==> config.mk <==
export PLATFORM = sky130hd
export DESIGN_NAME = int_seq
export DESIGN_NICKNAME = d
export VERILOG_FILES = /design/src/rtl/int_seq.sv
export SDC_FILE = /design/constraint.sdc
export NUM_CORES = 1
export LEC_CHECK = 0
export ABC_CLOCK_PERIOD_IN_PS = 2200
export CORE_MARGIN = 2
export CORE_UTILIZATION = 40
export CTS_BUF_LIST = sky130_fd_sc_hd__clkbuf_2 sky130_fd_sc_hd__clkbuf_4 sky130_fd_sc_hd__clkbuf_8
export DETAILED_ROUTE_END_ITERATION = 8
export PLACE_DENSITY = 0.82
export SLEW_MARGIN = 20
export SYNTH_ARGS = -nofsm -noshare
export SYNTH_HDL_FRONTEND = slang
export SYNTH_SLANG_ARGS = --single-unit
==> constraint.sdc <==
create_clock -name i_clk -period 2.2 [get_ports i_clk]
set_input_delay 0.22 -clock i_clk [delete_from_list [all_inputs] [get_ports i_clk]]
set_output_delay 0.22 -clock i_clk [all_outputs]
set_load 0.005 [all_outputs]
==> src/rtl/int_seq.sv <==
// -----------------------------------------------------------------------------
// int_seq : interrupt / reset entry sequencer for the 6502 core.
//
// Latches NMI falling edges, arbitrates NMI / IRQ / BRK at instruction
// boundaries and, while busy, owns the memory bus. It pushes PCH, PCL and P to
// page 1, fetches the vector and hands the new PC to control with a one-cycle
// load strobe. Reset enters directly at the vector fetch and skips the pushes.
//
// Optional feature macro: INT_SEQ_HIJACK_EN
//   defined   : an NMI that becomes pending during the push states of an
//               IRQ/BRK entry takes over the sequence, so the NMI vector is
//               fetched. The B bit already chosen for the push is kept.
//   undefined : the source is fixed when IDLE is left; a late NMI waits for
//               the next boundary.
// -----------------------------------------------------------------------------
module int_seq #(
   parameter logic [15:0] NMI_VEC = 16'hFFFA,
   parameter logic [15:0] RST_VEC = 16'hFFFC,
   parameter logic [15:0] IRQ_VEC = 16'hFFFE
) (
   input  logic        i_clk,
   input  logic        i_rst,
   input  logic        i_nmi_n,
   input  logic        i_irq_n,
   input  logic        i_boundary,
   input  logic        i_brk,
   input  logic        i_i_flag,
   input  logic [15:0] i_pc_in,
   input  logic [7:0]  i_p_in,
   input  logic [7:0]  i_s_in,
   input  logic [7:0]  i_mem_din,
   output logic        o_busy,
   output logic [15:0] o_mem_addr,
   output logic [7:0]  o_mem_dout,
   output logic        o_mem_we,
   output logic        o_s_dec,
   output logic [15:0] o_pc_out,
   output logic        o_pc_ld,
   output logic        o_set_i,
   output logic [1:0]  o_int_ack
);

   // Sequencer states
   localparam logic [2:0] S_IDLE     = 3'd0;
   localparam logic [2:0] S_PUSH_PCH = 3'd1;
   localparam logic [2:0] S_PUSH_PCL = 3'd2;
   localparam logic [2:0] S_PUSH_P   = 3'd3;
   localparam logic [2:0] S_VEC_LO   = 3'd4;
   localparam logic [2:0] S_VEC_HI   = 3'd5;
   localparam logic [2:0] S_LOAD_PC  = 3'd6;

   // Source encoding doubles as the int_ack code presented at LOAD_PC
   localparam logic [1:0] SRC_RESET = 2'b00;
   localparam logic [1:0] SRC_IRQ   = 2'b01;
   localparam logic [1:0] SRC_NMI   = 2'b10;
   localparam logic [1:0] SRC_BRK   = 2'b11;

   logic [2:0]  r_state;
   logic [1:0]  r_src;
   logic        r_bflag;     // B bit to push, frozen at IDLE exit
   logic        r_nmi_pend;
   logic        r_nmi_prev;
   logic [7:0]  r_vec_lo;
   logic [15:0] r_pc_out;

   logic [2:0]  w_state_nxt;
   logic [1:0]  w_src_nxt;
   logic        w_bflag_nxt;
   logic        w_nmi_edge;
   logic        w_nmi_req;
   logic        w_irq_req;
   logic        w_nmi_clr;
   logic        w_in_push;
   logic [15:0] w_vec;

   // Vector base address for a given source
   function automatic logic [15:0] f_vector(input logic [1:0] src);
      logic [15:0] v;
      case (src)
         SRC_NMI: v = NMI_VEC;
         SRC_IRQ: v = IRQ_VEC;
         SRC_BRK: v = IRQ_VEC;
         default: v = RST_VEC;
      endcase
      return v;
   endfunction

   // A falling edge seen this cycle is eligible at the same boundary
   assign w_nmi_edge = r_nmi_prev & ~i_nmi_n;
   assign w_nmi_req  = r_nmi_pend | w_nmi_edge;
   assign w_irq_req  = ~i_irq_n & ~i_i_flag;
   assign w_in_push  = (r_state == S_PUSH_PCH) || (r_state == S_PUSH_PCL) ||
                       (r_state == S_PUSH_P);
   assign w_vec      = f_vector(r_src);

   // pending NMI is consumed when the sequence enters VEC_LO on its behalf
   assign w_nmi_clr  = (r_state == S_PUSH_P) && (w_src_nxt == SRC_NMI);

   // Next-state, source arbitration and optional NMI hijack
   always_comb begin
      w_state_nxt = r_state;
      w_src_nxt   = r_src;
      w_bflag_nxt = r_bflag;
      case (r_state)
         S_IDLE: begin
            if (i_boundary) begin
               if (w_nmi_req) begin
                  w_src_nxt   = SRC_NMI;
                  w_bflag_nxt = 1'b0;
                  w_state_nxt = S_PUSH_PCH;
               end else if (w_irq_req) begin
                  w_src_nxt   = SRC_IRQ;
                  w_bflag_nxt = 1'b0;
                  w_state_nxt = S_PUSH_PCH;
               end else if (i_brk) begin
                  w_src_nxt   = SRC_BRK;
                  w_bflag_nxt = 1'b1;
                  w_state_nxt = S_PUSH_PCH;
               end else begin
                  w_state_nxt = S_IDLE;
               end
            end else begin
               w_state_nxt = S_IDLE;
            end
         end
         S_PUSH_PCH: w_state_nxt = S_PUSH_PCL;
         S_PUSH_PCL: w_state_nxt = S_PUSH_P;
         S_PUSH_P:   w_state_nxt = S_VEC_LO;
         S_VEC_LO:   w_state_nxt = S_VEC_HI;
         S_VEC_HI:   w_state_nxt = S_LOAD_PC;
         S_LOAD_PC:  w_state_nxt = S_IDLE;
         default:    w_state_nxt = S_IDLE;
      endcase
`ifdef INT_SEQ_HIJACK_EN
      if (w_in_push && r_nmi_pend && ((r_src == SRC_IRQ) || (r_src == SRC_BRK))) begin
         w_src_nxt = SRC_NMI;
      end else begin
         w_src_nxt = w_src_nxt;
      end
`endif
   end

   // Control state: FSM, source, B bit and NMI edge latch
   always_ff @(posedge i_clk or posedge i_rst) begin
      if (i_rst) begin
         r_state    <= S_VEC_LO;
         r_src      <= SRC_RESET;
         r_bflag    <= 1'b0;
         r_nmi_pend <= 1'b0;
         r_nmi_prev <= 1'b1;
      end else begin
         r_state    <= w_state_nxt;
         r_src      <= w_src_nxt;
         r_bflag    <= w_bflag_nxt;
         r_nmi_prev <= i_nmi_n;
         // a new edge wins over the clear so it is never lost
         r_nmi_pend <= w_nmi_edge | (r_nmi_pend & ~w_nmi_clr);
      end
   end

   // Vector capture: low byte first, then assemble the full PC
   always_ff @(posedge i_clk or posedge i_rst) begin
      if (i_rst) begin
         r_vec_lo <= 8'h00;
         r_pc_out <= 16'h0000;
      end else if (r_state == S_VEC_LO) begin
         r_vec_lo <= i_mem_din;
      end else if (r_state == S_VEC_HI) begin
         r_pc_out <= {i_mem_din, r_vec_lo};
      end
   end

   assign o_pc_out = r_pc_out;

   // Bus and strobe decode from the current state
   always_comb begin
      o_busy     = 1'b1;
      o_mem_addr = 16'h0000;
      o_mem_dout = 8'h00;
      o_mem_we   = 1'b0;
      o_s_dec    = 1'b0;
      o_pc_ld    = 1'b0;
      o_set_i    = 1'b0;
      o_int_ack  = 2'b00;
      case (r_state)
         S_IDLE: begin
            o_busy = 1'b0;
         end
         S_PUSH_PCH: begin
            o_mem_addr = {8'h01, i_s_in};
            o_mem_dout = i_pc_in[15:8];
            o_mem_we   = 1'b1;
            o_s_dec    = 1'b1;
         end
         S_PUSH_PCL: begin
            o_mem_addr = {8'h01, i_s_in};
            o_mem_dout = i_pc_in[7:0];
            o_mem_we   = 1'b1;
            o_s_dec    = 1'b1;
         end
         S_PUSH_P: begin
            o_mem_addr = {8'h01, i_s_in};
            o_mem_dout = {i_p_in[7:6], 1'b1, r_bflag, i_p_in[3:0]};
            o_mem_we   = 1'b1;
            o_s_dec    = 1'b1;
         end
         S_VEC_LO: begin
            o_mem_addr = w_vec;
         end
         S_VEC_HI: begin
            o_mem_addr = w_vec + 16'h0001;
         end
         S_LOAD_PC: begin
            o_pc_ld   = 1'b1;
            o_set_i   = 1'b1;
            o_int_ack = r_src;
         end
         default: begin
            o_busy = 1'b0;
         end
      endcase
   end

endmodule

==> impl_summary.txt, run 1 <==
----------------------------------------------------
[Power and ir drop]
  Worst supply voltage drop on vdd ... 0.7328 mV
  Power per standard cell area ... 1327 mW/mm^2
  Total design power ... 0.003654 W
  Lkg Pwr ... 1.193 nW

[Worst setup path]
  Slowest cell delay on critical path ... 0.44 ns
  Reg2reg end ... r_vec_lo[4]
  R2R Path Start ... r_state[2]
  Register-to-Register Path Depth ... 3
  Setup slack, reg-to-reg ... 0.38 ns
  CP endpoint kind ... output pin
  Endpoint arrival time on the critical path ... 1.89 ns
  Category of the most critical setup path ... flop to output pin
  Number of buffers and inverters on the critical path ... 2
  Critical-path cell with the highest stage delay ... dfrtp_2
  Critical-path maximum fanout ... 11
  Cell family contributing the most delay on the critical path ... buffers and inverters
  Kind of launch point of the worst setup path ... flop
  Sequence of cells on the critical path ... buf_4, o21ba_2, or2_2, clkdlybuf4s50_1
  CP Data Required Time ... 1.98 ns

[Timing]
  Max Slew Vio Count ... 0
  Unrepaired setup endpoints after global routing ... no
  Final count of negative-setup-slack endpoints ... 0
  Final worst-path cycle share ... 95.70%
  Worst-Margin Slew ... 0.4651 ns
  Final total negative setup slack ... 0 ns
  Number of failing hold endpoints at the final stage ... 0
  Clock skew ... 0.005423 ns
  Top achievable clock speed ... 0.4750 GHz
  Max_slew headroom ... 68.96%
  Clock period minus final worst setup slack ... 2.105 ns

[Floorplan]
  Number of primary I/O pins ... 94
  Die area ... 0.004885 sq mm
  Placement Rows ... 23
  Initial standard-cell utilization of the core ... 42.50%
  DIE WIDTH ... 69.89 um
  DIE HEIGHT ... 69.89 um
  Placeable core area ... 0.004086 sq mm

[Logic synthesis]
  Number of warning messages in the yosys log ... 0
  Biggest area consumer among synthesized cells ... dfrtp_1
  Post-Synthesis Mean Instance Area ... 11.50 sq um
  Synthesized Nets ... 198
  Count of mapped cells out of synthesis ... 151
  Leading cell types by total area after synthesis ... dfrtp_1 43%, mux2_2 14%, mux2_4 7.8%, buf_4 3.9%, nand2_1 3.5%
  Synthesized flop and latch total ... 32
  Cell area after technology mapping ... 0.001737 sq mm
  Count of cell types in the netlist ... 34
  Sequential area share after synthesis ... 46.25%
  Share of the synthesized area in the top cell type ... 43.23%

[Global route]
  Initial antenna violation count ... 0
  Global router's overall resource usage ... 16.96%
  Maximum number of pins on one net before global-route repair ... 33
  Number of global-route vias before repair ... 1397
  First-pass GRT wire length ... 6637 um
  GRT overflow ... 0

[Route]
  Mean routed wirelength per cell ... 13.63 um
  Count of vias placed by the detailed router ... 1408
  Vias per std cell ... 4.822
  Number of design rule violations left after detail routing ... 0
  Pre-antenna DRT Iters ... 4
  Count of routing violations after the opening detailed-route iteration ... 38
  ANT nets after route ... 0
  Total wire length ... 3981 um

[Clock network]
  CTS Root Cell ... clkbuf_8
  Clock latency on the worst-skew pair ... 0.28 ns
  Maximum level of the CTS H-tree ... 2
  Number of buffers created by CTS ... 5
  Maximum buffer depth of the clock tree ... 2
  Clock input transition at the sequential cells of the worst setup and hold paths ... 0.06 ns
  TritonCTS clock tree ... done
  Clock sinks ... 32

[Cells and area]
  Inserted Diodes ... 0
  Layout Cell Area excl Fill ... 0.002754 sq mm
  Area grow syn2layout ... 58.57%
  End-of-flow core utilization ... 67.39%
  Proportion of layout cells with a drive suffix above 1 ... 23.97%
  Number of standard cells in the final layout excluding fillers ... 292
  Nets ... 288
  Layout fillers ... 331

[Place]
  Area after detailed placement ... 0.002646 sq mm
  Count of buffers from port buffering ... 91
  Placer congestion estimate ... 0.7138
  Detailed Place HPWL ... 3036 um
  Placed Instances ... 283

[Run status]
  Result of the run ... finished, final reports clean

[Worst hold path]
  Path category of the worst min-delay check ... primary input to async pin

[Job]
  Max-capacitance violation count ... 0

----------------------------------------------------
[tightest hold or removal path: stages]
cell             delay (ns)
clkdlybuf4s50_1        0.39
inv_1                  0.05
buf_4                  0.35
[routing by layer]
layer / routed length, um / global-route usage, %
met3: 268 / 6.494
met2: 1982 / 28.36
met4: 39 / 3.846
met5: 0 / 0
met1: 1690 / 20.82
[what timing repair did]
action	CTS	global route
resized for setup	1	2
endpoints found under the setup margin	2	5
setup buffers	0	1
hold buffers	0	0
[stage by stage]
stage | hold slack [ns] | setup slack (ns)
6_report | 0.3138 | 0.09462
5_1_grt | 0.3790 | 0.008620
4_1_cts | 0.3240 | 0.06398
3_5_place_dp | 0.4913 | 0.3207
3_3_place_gp | 0.4830 | 0.3308
2_1_floorplan | 0.2245 | 0.7035
[how the worst max path moves through the flow]
stage	start	endpoint	slack (ns)	cells after the start
after floorplan	r_state[2]	r_vec_lo[0]	0.70	3
after global placement	r_state[1]	o_mem_dout[4]	0.33	5
after detailed placement	r_state[1]	o_mem_dout[4]	0.32	5
after CTS	r_state[1]	o_mem_addr[8]	0.06	4
after global routing	r_state[0]	o_mem_dout[5]	0.009	4
final	r_state[1]	o_mem_addr[8]	0.09	4
[cells in the mapped netlist (all sizes together)]
master   number
mux2         31
dfrtp        30
nand2        17
buf          16
nor2         11
a22oi         7
o21ai         6
a21oi         4
nand2b        4
and3          3
inv           3
dfstp         2
nor2b         2
o21a          2
a22o          1
and2          1
clkbuf        1
nand3b        1
nor3          1
nor3b         1
nor4b         1
o21ba         1
o2bb2ai       1
o41ai         1
or2           1
or3           1
xnor2         1
[cells in the final DEF (no fill, tap or decap), drive strengths merged, types with 2 or more instances in the layout]
master and count:
clkdlybuf4s50 91, mux2 31, dfrtp 30, nand2 17, nor2 11, buf 9, a22oi 7, o21ai 6
clkbuf 6, a21oi 4, nand2b 4, and3 3, inv 3, nor2b 2, o21a 2, clkinv 2
dfstp 2
[power breakdown]
group / internal, W / switching [W] / total (W)
combinational: 0.00138 / 0.000712 / 0.00210
clock: 0.000249 / 0.000203 / 0.000452
sequential: 0.000890 / 0.000216 / 0.00111
[cell families (layout without fill, tap and decap cells)]
family	Yosys count	in the layout	synth area share, %
buf+inv	20	111	7.924
xor+xnor	1	1	0.5044
simple gates	44	44	14.41
flops	32	32	46.25
compound gates	23	23	8.862
mux	31	31	22.05
[registers in the layout (all words and copies together), names as in the netlist]
name        flops
o_pc_out       16
r_state         3
r_nmi_pend      1
r_vec_lo        8
r_src           2
r_nmi_prev      1
r_bflag         1
[layout make-up]
cell class / instances / area (sq um) / area share (%)
clock buffer: 6 / 82.58 / 2.999
clock inverter: 2 / 10.01 / 0.3635
inverter: 3 / 16.27 / 0.5906
multi-input combinational: 99 / 795.8 / 28.90
sequential: 32 / 804.5 / 29.21
tap: 50 / 62.56 / 2.272
timing repair buffer: 100 / 982.2 / 35.67
Note: power is estimated with default switching activity, not from simulation.
==> run 2: changes to the inputs <==
SETUP_SLACK_MARGIN = 0.15   (was default)
==> impl_summary.txt, run 2 (synthesis gave the netlist of run 1 again) <==
----------------------------------------------------
[Clock network]
  Clock sinks ... 32 (unchanged)
  Maximum level of the CTS H-tree ... 2 (unchanged)
  Maximum buffer depth of the clock tree ... 2 (unchanged)
  TritonCTS clock tree ... done
  Number of buffers created by CTS ... 5 (unchanged)
  Clock latency on the worst-skew pair ... 0.28 ns (about the same)
  CTS Root Cell ... clkbuf_8
  Clock input transition at the sequential cells of the worst setup and hold paths ... 0.06 ns (about the same)

[Timing]
  Clock skew ... 0.005394 ns (-0.00002945 ns)
  Worst-Margin Slew ... 0.4663 ns (+0.001265 ns)
  Max Slew Vio Count ... 0 (unchanged)
  Final count of negative-setup-slack endpoints ... 0 (unchanged)
  Number of failing hold endpoints at the final stage ... 0 (unchanged)
  Worst slack on hold paths ... 0.3139 ns (+0.0001170 ns)
  Final total negative setup slack ... 0 ns (unchanged)
  Clock period minus final worst setup slack ... 2.013 ns (-0.09256 ns)
  Final worst-path cycle share ... 91.49% (-4.2 points)
  Top achievable clock speed ... 0.4968 GHz (+4.6%)
  Max_slew headroom ... 68.88% (-0.084 points)
  Unrepaired setup endpoints after global routing ... yes

[Worst setup path]
  Sequence of cells on the critical path ... buf_6, mux2_2, a22oi_2, nor2_1, clkdlybuf4s50_1
  Slowest cell delay on critical path ... 0.45 ns (about the same)
  Cell family contributing the most delay on the critical path ... buffers and inverters
  Endpoint arrival time on the critical path ... 1.79 ns (-0.10 ns)
  Setup slack, reg-to-reg ... 0.47 ns (+0.09 ns)
  Kind of launch point of the worst setup path ... flop
  Reg2reg end ... r_vec_lo[4]
  Register-to-Register Path Depth ... 3 (unchanged)
  CP endpoint kind ... output pin
  Category of the most critical setup path ... flop to output pin
  CP Data Required Time ... 1.98 ns (about the same)
  R2R Path Start ... r_state[2]
  Critical-path cell with the highest stage delay ... clkdlybuf4s50_1
  Total stage count of the critical path ... 5 (+1)
  Critical-path maximum fanout ... 5 (-6)
  Number of buffers and inverters on the critical path ... 2 (unchanged)

[Cells and area]
  Most common cell after layout, fill and taps aside ... clkdlybuf4s50_1
  End-of-flow core utilization ... 71.52% (+4.1 points)
  Proportion of layout cells with a drive suffix above 1 ... 29.13% (+5.2 points)
  Max FFs per register ... 16 (unchanged)
  Layout Cell Area excl Fill ... 0.002923 sq mm (+6.1%)
  Layout fillers ... 302 (-8.8%)
  Inserted Diodes ... 0 (unchanged)
  Commonest cells after routing, fill and taps aside ... 79 x clkdlybuf4s50_1, 28 x dfrtp_1, 22 x mux2_2
  Nets ... 300 (+4.2%)
  Area grow syn2layout ... 68.30%

[Route]
  Vias per std cell ... 4.836 (+0.28%)
  ANT nets after route ... 0 (unchanged)
  Count of vias placed by the detailed router ... 1470 (+4.4%)
  Count of routing violations after the opening detailed-route iteration ... 49 (+29%)
  Mean routed wirelength per cell ... 14.15 um (+3.8%)
  Number of design rule violations left after detail routing ... 0 (unchanged)
  Total wire length ... 4303 um (+8.1%)
  Pre-antenna DRT Iters ... 4 (unchanged)

[Global route]
  Global route hottest layer ... met2
  First-pass GRT wire length ... 6865 um (+3.4%)
  Met3 usage in global routing ... 6.349% (-0.14 points)
  Global router's overall resource usage ... 17.60% (+0.64 points)
  Number of global-route vias before repair ... 1435 (+2.7%)
  Met1 track utilization from global routing ... 21.93% (+1.1 points)
  Grt met2 use ... 29.42% (+1.1 points)
  Initial antenna violation count ... 0 (unchanged)
  Maximum number of pins on one net before global-route repair ... 33 (unchanged)
  GRT overflow ... 0 (unchanged)

[Floorplan]
  Number of primary I/O pins ... 94 (unchanged)
  DIE HEIGHT ... 69.89 um (unchanged)
  Die area ... 0.004885 sq mm (unchanged)
  Placeable core area ... 0.004086 sq mm (unchanged)
  Placement Rows ... 23 (unchanged)
  DIE WIDTH ... 69.89 um (unchanged)
  Initial standard-cell utilization of the core ... 42.50% (unchanged)

[Power and ir drop]
  Power per standard cell area ... 1333 mW/mm^2 (+0.45%)
  Lkg Pwr ... 1.423 nW (+19%)
  Total design power ... 0.003895 W (+6.6%)
  Worst supply voltage drop on vdd ... 0.7339 mV (+0.16%)

[Place]
  Detailed Place HPWL ... 3036 um (unchanged)
  Placer congestion estimate ... 0.7138 (unchanged)
  Area after detailed placement ... 0.002646 sq mm (unchanged)
  Count of buffers from port buffering ... 91 (unchanged)

[Job]
  Max-capacitance violation count ... 0 (unchanged)

[Run status]
  Result of the run ... finished, final reports clean

[Worst hold path]
  Path category of the worst min-delay check ... primary input to async pin

----------------------------------------------------
run 2: layout make-up:
cell class	count	area (sq um)	share of cell area, %
clock buffer	6	82.58	2.825
clock inverter	2	10.01	0.3425
inverter	3	18.77	0.6421
multi-input combinational	99	817.0	27.95
sequential	32	805.8	27.57
tap	50	62.56	2.140
timing repair buffer	112	1126	38.53
run 2: worst min-delay path: stages:
cell,delay [ns]
clkdlybuf4s50_1,0.39
inv_1,0.05
buf_4,0.35
run 2: how the worst max path moves through the flow:
stage	from	end
finish	r_state[1]	o_mem_dout[2]
global route	r_state[1]	o_mem_dout[2]
CTS	r_state[1]	o_mem_dout[4]
detailed placement	r_state[1]	o_mem_dout[4]
global placement	r_state[1]	o_mem_dout[4]
floorplan	r_state[2]	r_vec_lo[0]
run 2: per-layer routing:
layer | part of all wire (%) | up-vias | wire length [um]
li1 | - | 719 | -
met1 | 42 | 699 | 1817
met2 | 51 | 47 | 2183
met3 | 6.1 | 5 | 263
met4 | 0.88 | 0 | 38
met5 | 0 | - | 0
run 2: stage by stage:
step / instances / setup slack (ns)
floorplan: 151 / 0.7035
global placement: 283 / 0.3308
detailed placement: 283 / 0.3207
CTS: 297 / 0.1500
global route: 304 / 0.1052
finish: 304 / 0.1872
run 2: what timing repair did:
action                                  in CTS  in global routing
cloned                                       0                  0
endpoints found under the hold margin        0                  0
endpoints found under the setup margin      19                 22
gates resized for setup                      4                 20
hold buffers                                 0                  0
buffers inserted                             6                  7
run 2: report_power, final:
| part | internal (W) | switching, W |
|---|---|---|
| logic | 0.00155 | 0.000791 |
| clock network | 0.000249 | 0.000206 |
| registers | 0.000892 | 0.000210 |
| total | 0.00269 | 0.00121 |
